[src/rtl/axi_lite_slave_regfile_if.sv]
// AXI4-Lite bus bundle between the team's AXI-Lite master and the register-file slave.
interface axi_lite_slave_regfile_if #(
    parameter int ADDR_WIDTH = 32,
    parameter int DATA_WIDTH = 32
);
    logic [ADDR_WIDTH-1:0]   axi_awaddr;
    logic                    axi_awvalid;
    logic                    axi_awready;
    logic [DATA_WIDTH-1:0]   axi_wdata;
    logic [DATA_WIDTH/8-1:0] axi_wstrb;
    logic                    axi_wvalid;
    logic                    axi_wready;
    logic [1:0]              bresp;
    logic                    bvalid;
    logic                    bready;
    logic [ADDR_WIDTH-1:0]   axi_araddr;
    logic                    axi_arvalid;
    logic                    axi_arready;
    logic [DATA_WIDTH-1:0]   axi_rdata;
    logic [1:0]              axi_rresp;
    logic                    axi_rvalid;
    logic                    axi_rready;

    modport slave (
        input  axi_awaddr, axi_awvalid, axi_wdata, axi_wstrb, axi_wvalid, bready,
        input  axi_araddr, axi_arvalid, axi_rready,
        output axi_awready, axi_wready, bresp, bvalid,
        output axi_arready, axi_rdata, axi_rresp, axi_rvalid
    );

    modport master (
        output axi_awaddr, axi_awvalid, axi_wdata, axi_wstrb, axi_wvalid, bready,
        output axi_araddr, axi_arvalid, axi_rready,
        input  axi_awready, axi_wready, bresp, bvalid,
        input  axi_arready, axi_rdata, axi_rresp, axi_rvalid
    );
endinterface

[src/rtl/axi_lite_slave_regfile.sv]
// AXI4-Lite slave mapping the five channels onto NUM_REGS registers.
// AW and W may arrive in either order; each has a one-entry holding register.
// All bus outputs and the write-event pulse are registered.
module axi_lite_slave_regfile #(
    parameter int ADDR_WIDTH = 32,
    parameter int DATA_WIDTH = 32,
    parameter int NUM_REGS   = 16
) (
    input  logic                       aclk,
    input  logic                       arst,
    axi_lite_slave_regfile_if.slave    s_axi,
    output logic                       wr_evt,
    output logic [7:0]                 wr_idx
);
    localparam int BYTES = DATA_WIDTH / 8;
    localparam int OFFS  = $clog2(BYTES);
    localparam int IDX_W = (NUM_REGS > 1) ? $clog2(NUM_REGS) : 1;
    localparam logic [ADDR_WIDTH-1:0] NUM_REGS_A = ADDR_WIDTH'(NUM_REGS);
    localparam logic [1:0] RESP_OKAY   = 2'b00;
    localparam logic [1:0] RESP_SLVERR = 2'b10;

    typedef enum logic [1:0] {
        W_IDLE      = 2'd0,
        W_HAVE_ADDR = 2'd1,
        W_HAVE_DATA = 2'd2,
        W_RESP      = 2'd3
    } w_state_e;

    typedef enum logic {
        R_IDLE = 1'b0,
        R_DATA = 1'b1
    } r_state_e;

    w_state_e               w_state_q, w_state_d;
    r_state_e               r_state_q, r_state_d;
    logic [ADDR_WIDTH-1:0]  awaddr_q, awaddr_d;
    logic [DATA_WIDTH-1:0]  wdata_q, wdata_d;
    logic [BYTES-1:0]       wstrb_q, wstrb_d;
    logic                   awready_q, awready_d;
    logic                   wready_q, wready_d;
    logic                   bvalid_q, bvalid_d;
    logic [1:0]             bresp_q, bresp_d;
    logic                   wr_evt_q, wr_evt_d;
    logic [7:0]             wr_idx_q, wr_idx_d;
    logic                   arready_q, arready_d;
    logic                   rvalid_q, rvalid_d;
    logic [DATA_WIDTH-1:0]  rdata_q, rdata_d;
    logic [1:0]             rresp_q, rresp_d;
    logic [DATA_WIDTH-1:0]  regs_q [NUM_REGS];
    logic [DATA_WIDTH-1:0]  regs_d [NUM_REGS];

    logic                   aw_hs_s, w_hs_s;
    logic                   commit_s;
    logic [ADDR_WIDTH-1:0]  c_addr_s;
    logic [DATA_WIDTH-1:0]  c_data_s;
    logic [BYTES-1:0]       c_strb_s;
    logic [ADDR_WIDTH-1:0]  c_idx_s;
    logic                   c_inrange_s;
    logic [ADDR_WIDTH-1:0]  rd_idx_s;
    logic                   rd_inrange_s;

    assign aw_hs_s = awready_q & s_axi.axi_awvalid;
    assign w_hs_s  = wready_q & s_axi.axi_wvalid;

    // Write channel FSM: capture AW/W in either order, build the commit, hold B until accepted.
    always_comb begin
        w_state_d = w_state_q;
        awaddr_d  = awaddr_q;
        wdata_d   = wdata_q;
        wstrb_d   = wstrb_q;
        bvalid_d  = bvalid_q;
        bresp_d   = bresp_q;
        wr_evt_d  = 1'b0;
        wr_idx_d  = wr_idx_q;
        commit_s  = 1'b0;
        c_addr_s  = awaddr_q;
        c_data_s  = wdata_q;
        c_strb_s  = wstrb_q;
        case (w_state_q)
            W_IDLE: begin
                if (aw_hs_s && w_hs_s) begin
                    commit_s = 1'b1;
                    c_addr_s = s_axi.axi_awaddr;
                    c_data_s = s_axi.axi_wdata;
                    c_strb_s = s_axi.axi_wstrb;
                end else if (aw_hs_s) begin
                    awaddr_d  = s_axi.axi_awaddr;
                    w_state_d = W_HAVE_ADDR;
                end else if (w_hs_s) begin
                    wdata_d   = s_axi.axi_wdata;
                    wstrb_d   = s_axi.axi_wstrb;
                    w_state_d = W_HAVE_DATA;
                end else begin
                    w_state_d = W_IDLE;
                end
            end
            W_HAVE_ADDR: begin
                if (w_hs_s) begin
                    commit_s = 1'b1;
                    c_data_s = s_axi.axi_wdata;
                    c_strb_s = s_axi.axi_wstrb;
                end else begin
                    w_state_d = W_HAVE_ADDR;
                end
            end
            W_HAVE_DATA: begin
                if (aw_hs_s) begin
                    commit_s = 1'b1;
                    c_addr_s = s_axi.axi_awaddr;
                end else begin
                    w_state_d = W_HAVE_DATA;
                end
            end
            W_RESP: begin
                if (s_axi.bready) begin
                    bvalid_d  = 1'b0;
                    w_state_d = W_IDLE;
                end else begin
                    w_state_d = W_RESP;
                end
            end
            default: begin
                w_state_d = W_IDLE;
            end
        endcase
        // Upper address bits stay in the index so any nonzero high bit is out of range.
        c_idx_s     = c_addr_s >> OFFS;
        c_inrange_s = (c_idx_s < NUM_REGS_A);
        if (commit_s) begin
            w_state_d = W_RESP;
            bvalid_d  = 1'b1;
            bresp_d   = c_inrange_s ? RESP_OKAY : RESP_SLVERR;
            wr_evt_d  = c_inrange_s;
            wr_idx_d  = c_inrange_s ? 8'(c_idx_s) : wr_idx_q;
        end else begin
            wr_evt_d  = 1'b0;
        end
        awready_d = (w_state_d == W_IDLE) || (w_state_d == W_HAVE_DATA);
        wready_d  = (w_state_d == W_IDLE) || (w_state_d == W_HAVE_ADDR);
    end

    // Register bank update: byte lanes with strobe set take the committed data.
    always_comb begin
        for (int r = 0; r < NUM_REGS; r++) begin
            regs_d[r] = regs_q[r];
        end
        if (commit_s && c_inrange_s) begin
            for (int b = 0; b < BYTES; b++) begin
                regs_d[c_idx_s[IDX_W-1:0]][b*8 +: 8] = c_strb_s[b] ?
                    c_data_s[b*8 +: 8] : regs_q[c_idx_s[IDX_W-1:0]][b*8 +: 8];
            end
        end else begin
            regs_d[0] = regs_q[0];
        end
    end

    // Read channel FSM: sample the pre-write bank on the AR handshake, hold R until accepted.
    always_comb begin
        r_state_d    = r_state_q;
        arready_d    = arready_q;
        rvalid_d     = rvalid_q;
        rdata_d      = rdata_q;
        rresp_d      = rresp_q;
        rd_idx_s     = s_axi.axi_araddr >> OFFS;
        rd_inrange_s = (rd_idx_s < NUM_REGS_A);
        case (r_state_q)
            R_IDLE: begin
                if (s_axi.axi_arvalid) begin
                    r_state_d = R_DATA;
                    arready_d = 1'b0;
                    rvalid_d  = 1'b1;
                    rdata_d   = rd_inrange_s ? regs_q[rd_idx_s[IDX_W-1:0]] : {DATA_WIDTH{1'b0}};
                    rresp_d   = rd_inrange_s ? RESP_OKAY : RESP_SLVERR;
                end else begin
                    r_state_d = R_IDLE;
                end
            end
            R_DATA: begin
                if (s_axi.axi_rready) begin
                    r_state_d = R_IDLE;
                    arready_d = 1'b1;
                    rvalid_d  = 1'b0;
                end else begin
                    r_state_d = R_DATA;
                end
            end
            default: begin
                r_state_d = R_IDLE;
                arready_d = 1'b1;
                rvalid_d  = 1'b0;
            end
        endcase
    end

    // State, holding registers, register bank and registered outputs; reset abandons everything.
    always_ff @(posedge aclk) begin
        if (arst) begin
            w_state_q <= W_IDLE;
            r_state_q <= R_IDLE;
            awaddr_q  <= {ADDR_WIDTH{1'b0}};
            wdata_q   <= {DATA_WIDTH{1'b0}};
            wstrb_q   <= {BYTES{1'b0}};
            awready_q <= 1'b1;
            wready_q  <= 1'b1;
            bvalid_q  <= 1'b0;
            bresp_q   <= 2'b00;
            wr_evt_q  <= 1'b0;
            wr_idx_q  <= 8'd0;
            arready_q <= 1'b1;
            rvalid_q  <= 1'b0;
            rdata_q   <= {DATA_WIDTH{1'b0}};
            rresp_q   <= 2'b00;
            for (int r = 0; r < NUM_REGS; r++) begin
                regs_q[r] <= {DATA_WIDTH{1'b0}};
            end
        end else begin
            w_state_q <= w_state_d;
            r_state_q <= r_state_d;
            awaddr_q  <= awaddr_d;
            wdata_q   <= wdata_d;
            wstrb_q   <= wstrb_d;
            awready_q <= awready_d;
            wready_q  <= wready_d;
            bvalid_q  <= bvalid_d;
            bresp_q   <= bresp_d;
            wr_evt_q  <= wr_evt_d;
            wr_idx_q  <= wr_idx_d;
            arready_q <= arready_d;
            rvalid_q  <= rvalid_d;
            rdata_q   <= rdata_d;
            rresp_q   <= rresp_d;
            for (int r = 0; r < NUM_REGS; r++) begin
                regs_q[r] <= regs_d[r];
            end
        end
    end

    assign s_axi.axi_awready = awready_q;
    assign s_axi.axi_wready  = wready_q;
    assign s_axi.bvalid      = bvalid_q;
    assign s_axi.bresp       = bresp_q;
    assign s_axi.axi_arready = arready_q;
    assign s_axi.axi_rvalid  = rvalid_q;
    assign s_axi.axi_rdata   = rdata_q;
    assign s_axi.axi_rresp   = rresp_q;
    assign wr_evt            = wr_evt_q;
    assign wr_idx            = wr_idx_q;
endmodule

[src/flat_wrapper.sv]
// flat-port wrapper written by rule: the top's interface ports become plain ports
module axi_lite_slave_regfile_flat 
#(
    parameter int ADDR_WIDTH = 32,
    parameter int DATA_WIDTH = 32,
    parameter int NUM_REGS   = 16
)
  (aclk, arst, wr_evt, wr_idx, s_axi_axi_awaddr, s_axi_axi_awvalid, s_axi_axi_wdata, s_axi_axi_wstrb, s_axi_axi_wvalid, s_axi_bready, s_axi_axi_araddr, s_axi_axi_arvalid, s_axi_axi_rready, s_axi_axi_awready, s_axi_axi_wready, s_axi_bresp, s_axi_bvalid, s_axi_axi_arready, s_axi_axi_rdata, s_axi_axi_rresp, s_axi_axi_rvalid);
  axi_lite_slave_regfile_if #(.ADDR_WIDTH(ADDR_WIDTH), .DATA_WIDTH(DATA_WIDTH)) s_axi_i ();
  input  logic aclk;
  input  logic arst;
  output logic wr_evt;
  output logic [7:0] wr_idx;
  input wire logic [$bits(s_axi_i.axi_awaddr)-1:0] s_axi_axi_awaddr;
  input wire logic [$bits(s_axi_i.axi_awvalid)-1:0] s_axi_axi_awvalid;
  input wire logic [$bits(s_axi_i.axi_wdata)-1:0] s_axi_axi_wdata;
  input wire logic [$bits(s_axi_i.axi_wstrb)-1:0] s_axi_axi_wstrb;
  input wire logic [$bits(s_axi_i.axi_wvalid)-1:0] s_axi_axi_wvalid;
  input wire logic [$bits(s_axi_i.bready)-1:0] s_axi_bready;
  input wire logic [$bits(s_axi_i.axi_araddr)-1:0] s_axi_axi_araddr;
  input wire logic [$bits(s_axi_i.axi_arvalid)-1:0] s_axi_axi_arvalid;
  input wire logic [$bits(s_axi_i.axi_rready)-1:0] s_axi_axi_rready;
  output wire logic [$bits(s_axi_i.axi_awready)-1:0] s_axi_axi_awready;
  output wire logic [$bits(s_axi_i.axi_wready)-1:0] s_axi_axi_wready;
  output wire logic [$bits(s_axi_i.bresp)-1:0] s_axi_bresp;
  output wire logic [$bits(s_axi_i.bvalid)-1:0] s_axi_bvalid;
  output wire logic [$bits(s_axi_i.axi_arready)-1:0] s_axi_axi_arready;
  output wire logic [$bits(s_axi_i.axi_rdata)-1:0] s_axi_axi_rdata;
  output wire logic [$bits(s_axi_i.axi_rresp)-1:0] s_axi_axi_rresp;
  output wire logic [$bits(s_axi_i.axi_rvalid)-1:0] s_axi_axi_rvalid;
  assign s_axi_i.axi_awaddr = s_axi_axi_awaddr;
  assign s_axi_i.axi_awvalid = s_axi_axi_awvalid;
  assign s_axi_i.axi_wdata = s_axi_axi_wdata;
  assign s_axi_i.axi_wstrb = s_axi_axi_wstrb;
  assign s_axi_i.axi_wvalid = s_axi_axi_wvalid;
  assign s_axi_i.bready = s_axi_bready;
  assign s_axi_i.axi_araddr = s_axi_axi_araddr;
  assign s_axi_i.axi_arvalid = s_axi_axi_arvalid;
  assign s_axi_i.axi_rready = s_axi_axi_rready;
  assign s_axi_axi_awready = s_axi_i.axi_awready;
  assign s_axi_axi_wready = s_axi_i.axi_wready;
  assign s_axi_bresp = s_axi_i.bresp;
  assign s_axi_bvalid = s_axi_i.bvalid;
  assign s_axi_axi_arready = s_axi_i.axi_arready;
  assign s_axi_axi_rdata = s_axi_i.axi_rdata;
  assign s_axi_axi_rresp = s_axi_i.axi_rresp;
  assign s_axi_axi_rvalid = s_axi_i.axi_rvalid;
  axi_lite_slave_regfile #(.ADDR_WIDTH(ADDR_WIDTH), .DATA_WIDTH(DATA_WIDTH), .NUM_REGS(NUM_REGS)) u_core (.aclk(aclk), .arst(arst), .s_axi(s_axi_i), .wr_evt(wr_evt), .wr_idx(wr_idx));
endmodule
[config.mk]
export PLATFORM = sky130hd
export DESIGN_NAME = axi_lite_slave_regfile_flat
export DESIGN_NICKNAME = d
export VERILOG_FILES = /design/src/rtl/axi_lite_slave_regfile_if.sv /design/src/rtl/axi_lite_slave_regfile.sv /design/src/flat_wrapper.sv
export SDC_FILE = /design/constraint.sdc
export NUM_CORES = 1
export LEC_CHECK = 0
export ABC_AREA = 0
export CORE_UTILIZATION = 30
export CTS_CLUSTER_DIAMETER = 80
export DETAILED_ROUTE_END_ITERATION = 8
export PLACE_DENSITY = 0.55
export SLEW_MARGIN = 20
export SYNTH_ARGS = -nofsm -noshare
export SYNTH_HDL_FRONTEND = slang
export SYNTH_SLANG_ARGS = --single-unit
[constraint.sdc]
create_clock -name aclk -period 5.45 [get_ports aclk]
set_clock_uncertainty 0.15 [all_clocks]
set_input_delay 1.635 -clock aclk [delete_from_list [all_inputs] [get_ports aclk]]
set_output_delay 1.635 -clock aclk [all_outputs]
set_load 0.02 [all_outputs]
==> impl_metrics.json <==
{
  "ir_drop_mv": 0.205,
  "worstSetupEndpointType": "flip-flop",
  "async_flop_share": 0,
  "drive_above_1_share": 0.161,
  "rr_endpoint": "u_core.regs_q[3][31]",
  "hp-class": "reg -> reg",
  "wl_microns": 109000,
  "dpl.hpwl_microns": 65800,
  "p_per_area_mw_per_mm2": 290,
  "tritoncts": "done",
  "period_needed_ns": 4.68,
  "slowest_stage": "nor2_1",
  "cp_cell_sequence": "clkdlybuf4s50_1 -> a21o_1 -> a21boi_0 -> nor2_1 -> nor2_1 -> a221oi_1 -> a41oi_2 -> o21ai_0",
  "cp_num_buf_inv": 1,
  "clock_path_buffers": 3,
  "fin_setup_tns_ns": 0,
  "drc": 0,
  "rrSetupSlack_ns": 1.80,
  "gp_congestion": 0.796,
  "rows": 117,
  "post-place-cells": 4557,
  "hold_buffers": 0,
  "final_cells": 4683,
  "cts_buffers": 73,
  "seq_area_frac_synth": 0.408,
  "worst-path-stages": 8,
  "max_freq_ghz": 0.214,
  "synth_ff_type": "dfxtp_1",
  "grt_pass1_vias": 24772,
  "timing.final.max_slew_violations": 0,
  "synth_area_sq_mm": 0.0308,
  "final_hold_viol_count": 0,
  "wire_per_inst_microns": 23.2,
  "antenna_left": 0,
  "p_leak_nw": 12.8,
  "die_h_microns": 323,
  "yosys_warnings": 0,
  "hold_path.startpoint": "u_core.wdata_q[12]",
  "fin_crit_sh": 0.859,
  "synth_edf_count": 0,
  "worstPathArrival_ns": 5.01,
  "min_delay_path_depth": 2,
  "vias": 26166,
  "synth_cell_types": 63,
  "final_nets": 3371,
  "cts.sinks": 629,
  "track_usage": 0.206,
  "areaGrowthSynthToFinish_pct": 20.3,
  "final_common_cell": "dfxtp_1",
  "port_buffers": 150,
  "crit_type": "in -> reg",
  "reg2regPathDepth": 7,
  "initial_core_util": 0.303,
  "slew-limit-headroom": 0.217,
  "drt_iter0_drc": 2720,
  "synth_top_area_frac": 0.408,
  "timing.critical_path.mode_cell": "nor2_1",
  "overflow": 0,
  "tightest_slew_ns": 1.17,
  "start_kind": "primary input",
  "htreeDepth": 3,
  "cp.required_ns": 5.78,
  "synth.avg_cell_area_sq_um": 9.64,
  "io-pin-count": 157,
  "die_area_sq_mm": 0.104,
  "grt_max_degree": 110,
  "netlist_instances": 3197,
  "rsz0062_at_grt": "no",
  "cp_max_fo": 16,
  "postCtsSetupRepairBufs": 0,
  "crit_path_max_incr_delay_ns": 0.92,
  "first_pass_iters": 6,
  "synth_seq_cells": 629,
  "path_clk_slew_ns": 0.06,
  "grt_pass1_wl_microns": 162000,
  "root_buffer": "clkbuf_16",
  "rr_startpoint": "u_core.w_state_q[0]",
  "hold_path_end": "u_core.wdata_q[12]",
  "cts.repair.resized": 0,
  "power_w": 0.0108,
  "max-cap-violations": 0,
  "die_w_microns": 323,
  "antenna_found_initial": 0,
  "viasPerCell": 5.59,
  "antenna_cells": 0,
  "crit_family": "compound AO/OA/AOI/OAI gates",
  "clk_latency_ns": 0.64,
  "setup_viol": 0,
  "core_sq_mm": 0.102,
  "synth.largest_area_cell": "dfxtp_1",
  "yosys-top-cells-area": "dfxtp_1 41%, nand3b_1 12%, mux4_2 12%",
  "status": "finished clean",
  "final_cell_mix": "629 x dfxtp_1, 513 x nand3b_1, 490 x o21ai_0"
}
[cells in the mapped netlist (all sizes together), types with 27 or more instances]
cell type	number
o22ai	50
a21oi	118
a21o	27
dfxtp	629
mux4	160
buf	99
clkbuf	242
nand3	40
a22oi	41
nand2	260
a31oi	30
nand3b	513
nor2	59
o21ai	565
mux2i	194
[per-stage QoR]
step / util / setup WS, ns / cell area, sq um / hold WS [ns]
finish: 0.364 / 0.766 / 37100 / 0.302
global route: 0.364 / 0.636 / 37100 / 0.321
CTS: 0.364 / 0.867 / 37100 / 0.305
detailed placement: 0.341 / 0.189 / 34700 / 0.297
global placement: 0.341 / 0.203 / 34700 / 0.292
floorplan: - / 1.38 / 30800 / 0.284
[kinds of logic after synthesis]
family                 Yosys count  share of synthesized area
AOI/OAI and AO/OA              920                      0.178
buffers and inverters          348                     0.0474
DFF                            629                      0.408
muxes                          356                      0.181
other                            1                   0.000122
and+or+nand+nor                943                      0.186
[cell type report]
class	instances	area [sq um]
timing repair buffer	332	3280
clock buffer	109	2180
inverter	7	26.3
multi-input combinational	2221	17100
tap	1368	1710
sequential	629	12600
clock inverter	17	210
fill	10350	64800
[state kept, by name, indices dropped and copies added, names as in the netlist, 2 cells and up]
signal	count
u_core.wdata_q	32
u_core.awaddr_q	30
u_core.wstrb_q	4
u_core.regs_q	512
u_core.s_axi.axi_rdata	32
u_core.w_state_q	2
u_core.wr_idx	8
[worst min-delay path: stages (launching register included)]
cell     delay [ns]
dfxtp_1        0.31
nand2_1        0.05
a21oi_1        0.05
[power breakdown]
| part | internal, W | switching, W | leakage (nW) |
|---|---|---|---|
| sequential | 0.00463 | 0.0000242 | 5.07 |
| clock | 0.00292 | 0.00205 | 1.18 |
| combinational | 0.000439 | 0.000700 | 6.59 |
| total | 0.00799 | 0.00278 | 12.8 |
[worst max-delay path by stage]
stage	start	end	slack [ns]
after floorplan	s_axi_axi_wvalid	u_core.regs_q[1][10]	1.38
after global placement	s_axi_axi_wvalid	u_core.regs_q[14][31]	0.20
after detailed placement	s_axi_axi_wvalid	u_core.regs_q[3][31]	0.19
after CTS	s_axi_axi_wvalid	u_core.regs_q[3][31]	0.87
after global routing	s_axi_axi_wvalid	u_core.regs_q[5][20]	0.64
final	s_axi_axi_wvalid	u_core.regs_q[3][31]	0.77
[routing by layer]
metal,global-route usage,up-vias,share of wire
li1,-,12065,-
met1,0.282,12984,0.44
met2,0.326,970,0.45
met3,0.0434,147,0.078
met4,0.0530,0,0.022
met5,0,-,0
(Power assumes the default switching activity.)
